===== src/rtl/sequence_detector_0110_if.sv =====
// sequence_detector_0110_if: serial bit stream in (en, data_in) and detection flag out (detected)
interface sequence_detector_0110_if;
  logic en;
  logic data_in;
  logic detected;
  modport master (output en, output data_in, input detected);
  modport slave (input en, input data_in, output detected);
endinterface


===== src/rtl/sequence_detector_0110.sv =====
// sequence_detector_0110: Moore non-overlapping 0110 detector; ports clk, reset (sync, active-high), bus.slave (en, data_in in; detected out)
module sequence_detector_0110 (
  input logic clk,
  input logic reset,
  sequence_detector_0110_if.slave bus
);
  localparam logic [2:0] IDLE  = 3'b000;
  localparam logic [2:0] S0    = 3'b001;
  localparam logic [2:0] S01   = 3'b010;
  localparam logic [2:0] S011  = 3'b011;
  localparam logic [2:0] S0110 = 3'b100;
  logic [2:0] state;
  logic [2:0] state_nx;
  always_comb begin
    state_nx = !bus.en         ? state :
               state == IDLE   ? (bus.data_in ? IDLE : S0) :
               state == S0     ? (bus.data_in ? S01  : S0) :
               state == S01    ? (bus.data_in ? S011 : S0) :
               state == S011   ? (bus.data_in ? IDLE : S0110) :
                                 IDLE;
  end
  always_ff @(posedge clk) begin
    state <= reset ? IDLE : state_nx;
  end
  assign bus.detected = (state == S0110);
endmodule


===== src/flat_wrapper.sv =====
// flat-port wrapper written by rule: the top's interface ports become plain ports
module sequence_detector_0110_flat 
  (clk, reset, bus_en, bus_data_in, bus_detected);
  sequence_detector_0110_if bus_i ();
  input logic clk;
  input logic reset;
  input wire logic [$bits(bus_i.en)-1:0] bus_en;
  input wire logic [$bits(bus_i.data_in)-1:0] bus_data_in;
  output wire logic [$bits(bus_i.detected)-1:0] bus_detected;
  assign bus_i.en = bus_en;
  assign bus_i.data_in = bus_data_in;
  assign bus_detected = bus_i.detected;
  sequence_detector_0110 u_core (.clk(clk), .reset(reset), .bus(bus_i));
endmodule

===== config.mk =====
export PLATFORM = sky130hd
export DESIGN_NAME = sequence_detector_0110_flat
export DESIGN_NICKNAME = d
export VERILOG_FILES = /design/src/rtl/sequence_detector_0110_if.sv /design/src/rtl/sequence_detector_0110.sv /design/src/flat_wrapper.sv
export SDC_FILE = /design/constraint.sdc
export NUM_CORES = 1
export LEC_CHECK = 0
export ABC_AREA = 1
export CAP_MARGIN = 10
export CELL_PAD_IN_SITES_DETAIL_PLACEMENT = 1
export CELL_PAD_IN_SITES_GLOBAL_PLACEMENT = 2
export CORE_AREA = 5 5 42 44
export CTS_BUF_LIST = sky130_fd_sc_hd__clkbuf_16
export DETAILED_ROUTE_END_ITERATION = 12
export DIE_AREA = 0 0 47 49
export GPL_TIMING_DRIVEN = 0
export HOLD_SLACK_MARGIN = 0.15
export PLACE_DENSITY_LB_ADDON = 0.15
export SETUP_SLACK_MARGIN = 0.4
export SYNTH_ARGS = -nofsm -noshare
export SYNTH_HDL_FRONTEND = slang
export SYNTH_SLANG_ARGS = --single-unit
export TNS_END_PERCENT = 30

===== constraint.sdc =====
create_clock -name clk -period 1.2 [get_ports clk]
set_input_delay 0.18 -clock clk [delete_from_list [all_inputs] [get_ports clk]]
set_output_delay 0.18 -clock clk [all_outputs]
set_load 0.03 [all_outputs]

Yosys cells after proc, flatten, opt, wreduce, memory -nomap -nowiden --
Index checks and enable logic that the tools add are counted.
Cells by class: reduce and logical (&&, ||, !) cells 1, multiplexer cells 8, equality and inequality tests 4
Operator list (count):
- two-way mux 3 bit | 5
- equality test 3 x 2 -> 1 bit, second input constant | 2
- two-way mux 2 bit | 2
- equality test 3 x 1 -> 1 bit, second input constant | 1
- equality test 3 bit, second input constant | 1
- zero test 3 bit | 1
- two-way mux 1 bit | 1
Word-level totals: bits in registers 3, output and inout bits 1, word-level logic and storage cells 14, input port bits 4

Longest topological paths before layout --
Gate-level depths: netlist of run 1.
word-level depth 5, mapped depth 5, mapped depth without buffers 5

Worst setup path after synthesis of run 1 --
OpenSTA, ideal clock, no wires.
path kind register -> output, start register u_core.state[2], end output port bus_detected, required time 1020 ps, buffers on the path 0, setup slack -33 ps, arrival 1053 ps, cell stages (with the launch flop) 3, cells stage by stage dfxtp_1 -> clkinv_1 -> nor3_1
Between the ends: cells in the longest elaborated chain, start to end 1
Ends and longest elaborated chain:
- start: declaration | RTL line sequence_detector_0110.sv:12 | logic [2:0] state;
- start signal: assignment | RTL line sequence_detector_0110.sv:23 | state <= reset ? IDLE : state_nx;
- equality test 3 bit | RTL line sequence_detector_0110.sv:25 | assign bus.detected = (state == S0110);
- end: declaration | RTL line flat_wrapper.sv:9 | output wire logic [$bits(bus_i.detected)-1:0] bus_detected;
Every way passes these cells.

Worst setup path in the final report of run 1 --
start register u_core.state[1], end output port bus_detected
Same word-level chain as after synthesis.

==> impl_metrics.env, run 1 <==
export IMPL_outcome="finished clean"
export IMPL_p_total_mw=0.647
export IMPL_finalCriticalPeriod_ps=1070
export IMPL_cts_htree_levels=1
export IMPL_largest_reg_flops=3
export IMPL_area_growth_pct=117
export IMPL_place_hpwl_um=335
export IMPL_regArea_um2=66.3
export IMPL_relSlewSlack_pct=91.1
export IMPL_syn_avg_cell_area_um2=6.31
export IMPL_timing_final_crit_share_pct=89.1
export IMPL_crit_buf_inv=1
export IMPL_synth_area_um2=151
export IMPL_gp_routability_congestion=0.592
export IMPL_ant_nets=0
export IMPL_placed_area_um2=225
export IMPL_clk_path_buf_depth=2
export IMPL_avgViaCountPerCell=3.48
export IMPL_diodes=0
export IMPL_drc_errors=0
export IMPL_die_area_um2=2300
export IMPL_die_height_um=49
export IMPL_max_freq_mhz=936
export IMPL_grt_setup_unrepaired="true"
export IMPL_cp_required_ps=1020
export IMPL_slowest_stage="dfxtp_4"
export IMPL_arrival_ps=890
export IMPL_cp_top_family="flip-flops"
export IMPL_drv_slew=0
export IMPL_cp_slowest_stage_delay_ps=340
export IMPL_final_area_um2=329
export IMPL_ir_drop_v=0.000798
export IMPL_row_count=14
export IMPL_firstDrtPassIters=1
export IMPL_worst_pin_slew_ps=133
export IMPL_tns_ps=0
export IMPL_skew_ps=2.03
export IMPL_worstPathCellList="nor3_4 -> buf_6"
export IMPL_post_drt_wl_per_cell_um=8.76
export IMPL_nNetsFinal=39
export IMPL_io_pins=5
export IMPL_gr_total_overflow=0
export IMPL_initial_utilization_pct=10.8
export IMPL_drv_cap=0
export IMPL_fillCellCount=174
export IMPL_first_global_vias=186
export IMPL_syn_inst=24
export IMPL_path_clk_slew_ps=30
export IMPL_synthDistinctLibCells=10
export IMPL_power_density_nw_per_um2=1970
export IMPL_setup_violations=0
export IMPL_grt_max_degree=5
export IMPL_yosysSeqAreaShare_pct=39.7
export IMPL_cts_sinks=3
export IMPL_cts_buffers=3
export IMPL_reg_top3="u_core.state x3"
export IMPL_yosysWarnings=0
export IMPL_core_area_um2=1400
export IMPL_regMostFlops="u_core.state"
export IMPL_worst_path_max_fanout=2
export IMPL_timing_hold_violations_final=0
export IMPL_layoutNonFillerInstCount=50
export IMPL_dp_cells=44
export IMPL_power_leakage_nw=0.142
export IMPL_grt_use_total_pct=5.28
export IMPL_synth_seq_cells=3
export IMPL_drt_iter0_markers=0
export IMPL_vias=174
export IMPL_drt_total_wl_um=438
export IMPL_mostFrequentLayoutCells="nand2_1, inv_1"
export IMPL_path_class="reg -> out"
export IMPL_die_width_um=47
export IMPL_synthesis_nets=28
export IMPL_cts_tree="done"
export IMPL_antenna_found_initial=0
export IMPL_cts_root_buffer="clkbuf_16"
export IMPL_grt_pass1_wl_um=779
export IMPL_insertion_delay_ps=220
export IMPL_hold_buffers=0
export IMPL_multi_input_area_um2=87.6
export IMPL_port_buffers=4
export IMPL_startpoint_type="flop"
export IMPL_worstHoldPathType="reg -> reg"
export IMPL_drive_above_1_share_pct=38.2
export IMPL_crit_path_end_kind="output pin"
export IMPL_layout_commonest_cell="nand2_1"
[worst min-delay path, cell delays in order, from the launching register on]
cell and delay (ps):
dfxtp_2 320, nand2_1 60, a21oi_1 60
[final timing paths]
check | startpoint | endpoint | slack, ps | depth (start not counted)
max | u_core.state[1]$_SDFFE_PP0P_ | bus_detected | 130 | 2
min | u_core.state[2]$_SDFFE_PP0P_ | u_core.state[2]$_SDFFE_PP0P_ | 490 | 2
max reg2reg | u_core.state[1]$_SDFFE_PP0P_ | u_core.state[1]$_SDFFE_PP0P_ | 240 | 6
min reg2reg | u_core.state[2]$_SDFFE_PP0P_ | u_core.state[2]$_SDFFE_PP0P_ | 490 | 2
[cell type report]
cell class	instances	share of cell area (%)
multi-input combinational	17	26.6
clock buffer	3	22.8
sequential	3	20.2
timing repair buffer	6	17.1
inverter	4	6.08
tap	16	6.08
clock inverter	1	1.14
[metal layers]
layer  global-route usage [%]  wire length [um]
met5                        0                 0
met4                     2.76                 0
met3                     5.90                54
met2                     6.33               204
met1                     5.48               179
[cells by family (layout without fill, tap and decap cells)]
logic type	Yosys count	in the layout	synth area share (%)
and+or+nand+nor	14	14	40.5
buffers and inverters	4	14	9.91
AOI/OAI and AO/OA	3	3	9.91
DFF	3	3	39.7
[cell usage after synthesis (all sizes together)]
cell type | instances | area share (%)
nand2 | 8 | 21
a21oi | 3 | 9.9
dfxtp | 3 | 40
nor2 | 4 | 12
inv | 3 | 7.4
nor3 | 1 | 3.3
or2 | 1 | 4.1
clkinv | 1 | 2.5
[through the flow]
step / utilization, % / setup WS, ps / hold slack, ps
floorplan: - / 312 / 242
global placement: 16.1 / -201 / 469
detailed placement: 16.1 / -213 / 474
CTS: 23.5 / 124 / 497
global route: 23.5 / 110 / 507
finish: 23.5 / 131 / 487
[what timing repair did]
item,4_1_cts,5_1_grt
gates resized for setup,11,0
cloned,0,0
pin swaps,1,0
buffers inserted,2,0
setup endpoints to repair,4,4
endpoints found under the hold margin,0,0
[power by group]
group / internal, mW / switching [mW] / total [mW]
logic: 0.0157 / 0.0124 / 0.0281
registers: 0.102 / 0.00422 / 0.106
clock network: 0.429 / 0.0837 / 0.513
Power figures use the tool's default switching activity.
==> run 2: changes to the inputs <==
--- a/config.mk
+++ b/config.mk
@@ -11,6 +11,7 @@
 export CELL_PAD_IN_SITES_GLOBAL_PLACEMENT = 2
 export CORE_AREA = 5 5 42 44
 export CTS_BUF_LIST = sky130_fd_sc_hd__clkbuf_16
+export CTS_CLUSTER_SIZE = 10
 export DETAILED_ROUTE_END_ITERATION = 12
 export DIE_AREA = 0 0 47 49
 export GPL_TIMING_DRIVEN = 0
==> results of run 2 <==
Final layout, timing and power as in run 1 (identical DEF).
==> run 3: changes to the inputs <==
--- a/config.mk
+++ b/config.mk
@@ -17,6 +17,7 @@
 export GPL_TIMING_DRIVEN = 0
 export HOLD_SLACK_MARGIN = 0.15
 export PLACE_DENSITY_LB_ADDON = 0.15
+export RECOVER_POWER = 25
 export SETUP_SLACK_MARGIN = 0.4
 export SYNTH_ARGS = -nofsm -noshare
 export SYNTH_HDL_FRONTEND = slang
==> impl_metrics.env, run 3 (synthesized netlist as in run 1, its figures left out) <==
export IMPL_worst_hold_slack_ps=487
export IMPL_row_count=14
export IMPL_layout_commonest_cell="nand2_1"
export IMPL_drv_slew=0
export IMPL_grt_use_total_pct=5.28
export IMPL_grt_setup_unrepaired="true"
export IMPL_cp_slowest_stage_delay_ps=340
export IMPL_slowest_stage="dfxtp_4"
export IMPL_timing_final_crit_share_pct=89.1
export IMPL_ant_nets=0
export IMPL_setup_violations=0
export IMPL_avgViaCountPerCell=3.48
export IMPL_die_area_um2=2300
export IMPL_cts_sinks=3
export IMPL_power_density_nw_per_um2=1960
export IMPL_cts_tree="done"
export IMPL_die_height_um=49
export IMPL_gr_total_overflow=0
export IMPL_final_area_um2=329
export IMPL_area_growth_pct=117
export IMPL_finalCriticalPeriod_ps=1070
export IMPL_cts_buffers=3
export IMPL_arrival_ps=890
export IMPL_crit_path_end_kind="output pin"
export IMPL_diodes=0
export IMPL_power_leakage_nw=0.143
export IMPL_crit_buf_inv=1
export IMPL_regToRegSetupSlack_ps=240
export IMPL_grt_max_degree=5
export IMPL_clk_path_buf_depth=2
export IMPL_max_freq_mhz=936
export IMPL_antenna_found_initial=0
export IMPL_drive_above_1_share_pct=38.2
export IMPL_relSlewSlack_pct=91.1
export IMPL_vias=174
export IMPL_io_pins=5
export IMPL_port_buffers=4
export IMPL_worstPathCellList="nor3_4 -> buf_6"
export IMPL_die_width_um=47
export IMPL_nNetsFinal=39
export IMPL_worst_pin_slew_ps=133
export IMPL_cp_top_family="flip-flops"
export IMPL_mostFrequentLayoutCells="nand2_1, inv_1, nor2_1, a21oi_1, clkbuf_16"
export IMPL_path_class="reg -> out"
export IMPL_insertion_delay_ps=220
export IMPL_path_clk_slew_ps=30
export IMPL_regMostFlops="u_core.state"
export IMPL_core_area_um2=1400
export IMPL_ir_drop_v=0.000798
export IMPL_startpoint_type="flop"
export IMPL_cts_root_buffer="clkbuf_16"
export IMPL_firstDrtPassIters=1
export IMPL_worst_path_max_fanout=2
export IMPL_gp_routability_congestion=0.592
export IMPL_post_drt_wl_per_cell_um=8.76
export IMPL_cp_required_ps=1020
export IMPL_drt_total_wl_um=438
export IMPL_place_hpwl_um=335
export IMPL_outcome="finished clean"
export IMPL_largest_reg_flops=3
export IMPL_drt_iter0_markers=0
export IMPL_cts_htree_levels=1
export IMPL_drc_errors=0
export IMPL_drv_cap=0
export IMPL_placed_area_um2=225
export IMPL_initial_utilization_pct=10.8
export IMPL_grt_pass1_wl_um=779
export IMPL_reg_top3="u_core.state x3"
export IMPL_timing_hold_violations_final=0
export IMPL_first_global_vias=186
export IMPL_worstHoldPathType="reg -> reg"
export IMPL_skew_ps=2.03
[run 3: layout make-up]
cell class / count / area, um2
well taps: 16 / 20.0
flip-flops and latches: 3 / 66.3
fillers: 174 / 1070
repair buffers: 6 / 56.3
clock buffers: 3 / 75.1
clock inverters: 1 / 3.75
multi-input cells: 17 / 87.6
inverters: 4 / 20.0
[run 3: power breakdown]
| group | total (mW) | switching [mW] | internal [mW] | leakage [nW] |
|---|---|---|---|---|
| Sequential | 0.106 | 0.00422 | 0.102 | 0.0261 |
| Combinational | 0.0275 | 0.0124 | 0.0151 | 0.0743 |
| Clock | 0.513 | 0.0837 | 0.429 | 0.0423 |
[run 3: worst paths after layout]
check	from	end	cells past startpoint
min reg2reg	u_core.state[2]$_SDFFE_PP0P_	u_core.state[2]$_SDFFE_PP0P_	2
max	u_core.state[1]$_SDFFE_PP0P_	bus_detected	2
min	u_core.state[2]$_SDFFE_PP0P_	u_core.state[2]$_SDFFE_PP0P_	2
max reg2reg	u_core.state[1]$_SDFFE_PP0P_	u_core.state[1]$_SDFFE_PP0P_	6
[run 3: tightest hold or removal path, stage by stage (launching register included)]
cell and delay (ps):
dfxtp_2 320, nand2_1 60, a21oi_1 60
[run 3: repair_timing]
item | CTS | global route
endpoints found under the setup margin | 4 | 4
setup buffers | 2 | 0
resized for setup | 11 | 0
hold buffers | 0 | 0
pin swaps | 1 | 0
[run 3: layer usage]
layer | part of all wire, % | vias up | global-route usage [%]
li1 | - | 92 | -
met1 | 41 | 76 | 5.48
met2 | 47 | 6 | 6.33
met3 | 12 | 0 | 5.90
met4 | 0 | 0 | 2.76
met5 | 0 | - | 0
[run 3: metrics by stage]
step | TNS [ps] | worst slack (ps) | power (mW) | std cells | util (%)
CTS | 0 | 124 | 0.657 | 50 | 23.5
finish | 0 | 131 | 0.646 | 50 | 23.5
detailed placement | -213 | -213 | 0.136 | 44 | 16.1
global placement | -201 | -201 | 0.136 | 44 | 16.1
global route | 0 | 101 | 0.677 | 50 | 23.5
floorplan | 0 | 312 | 0.120 | 24 | -
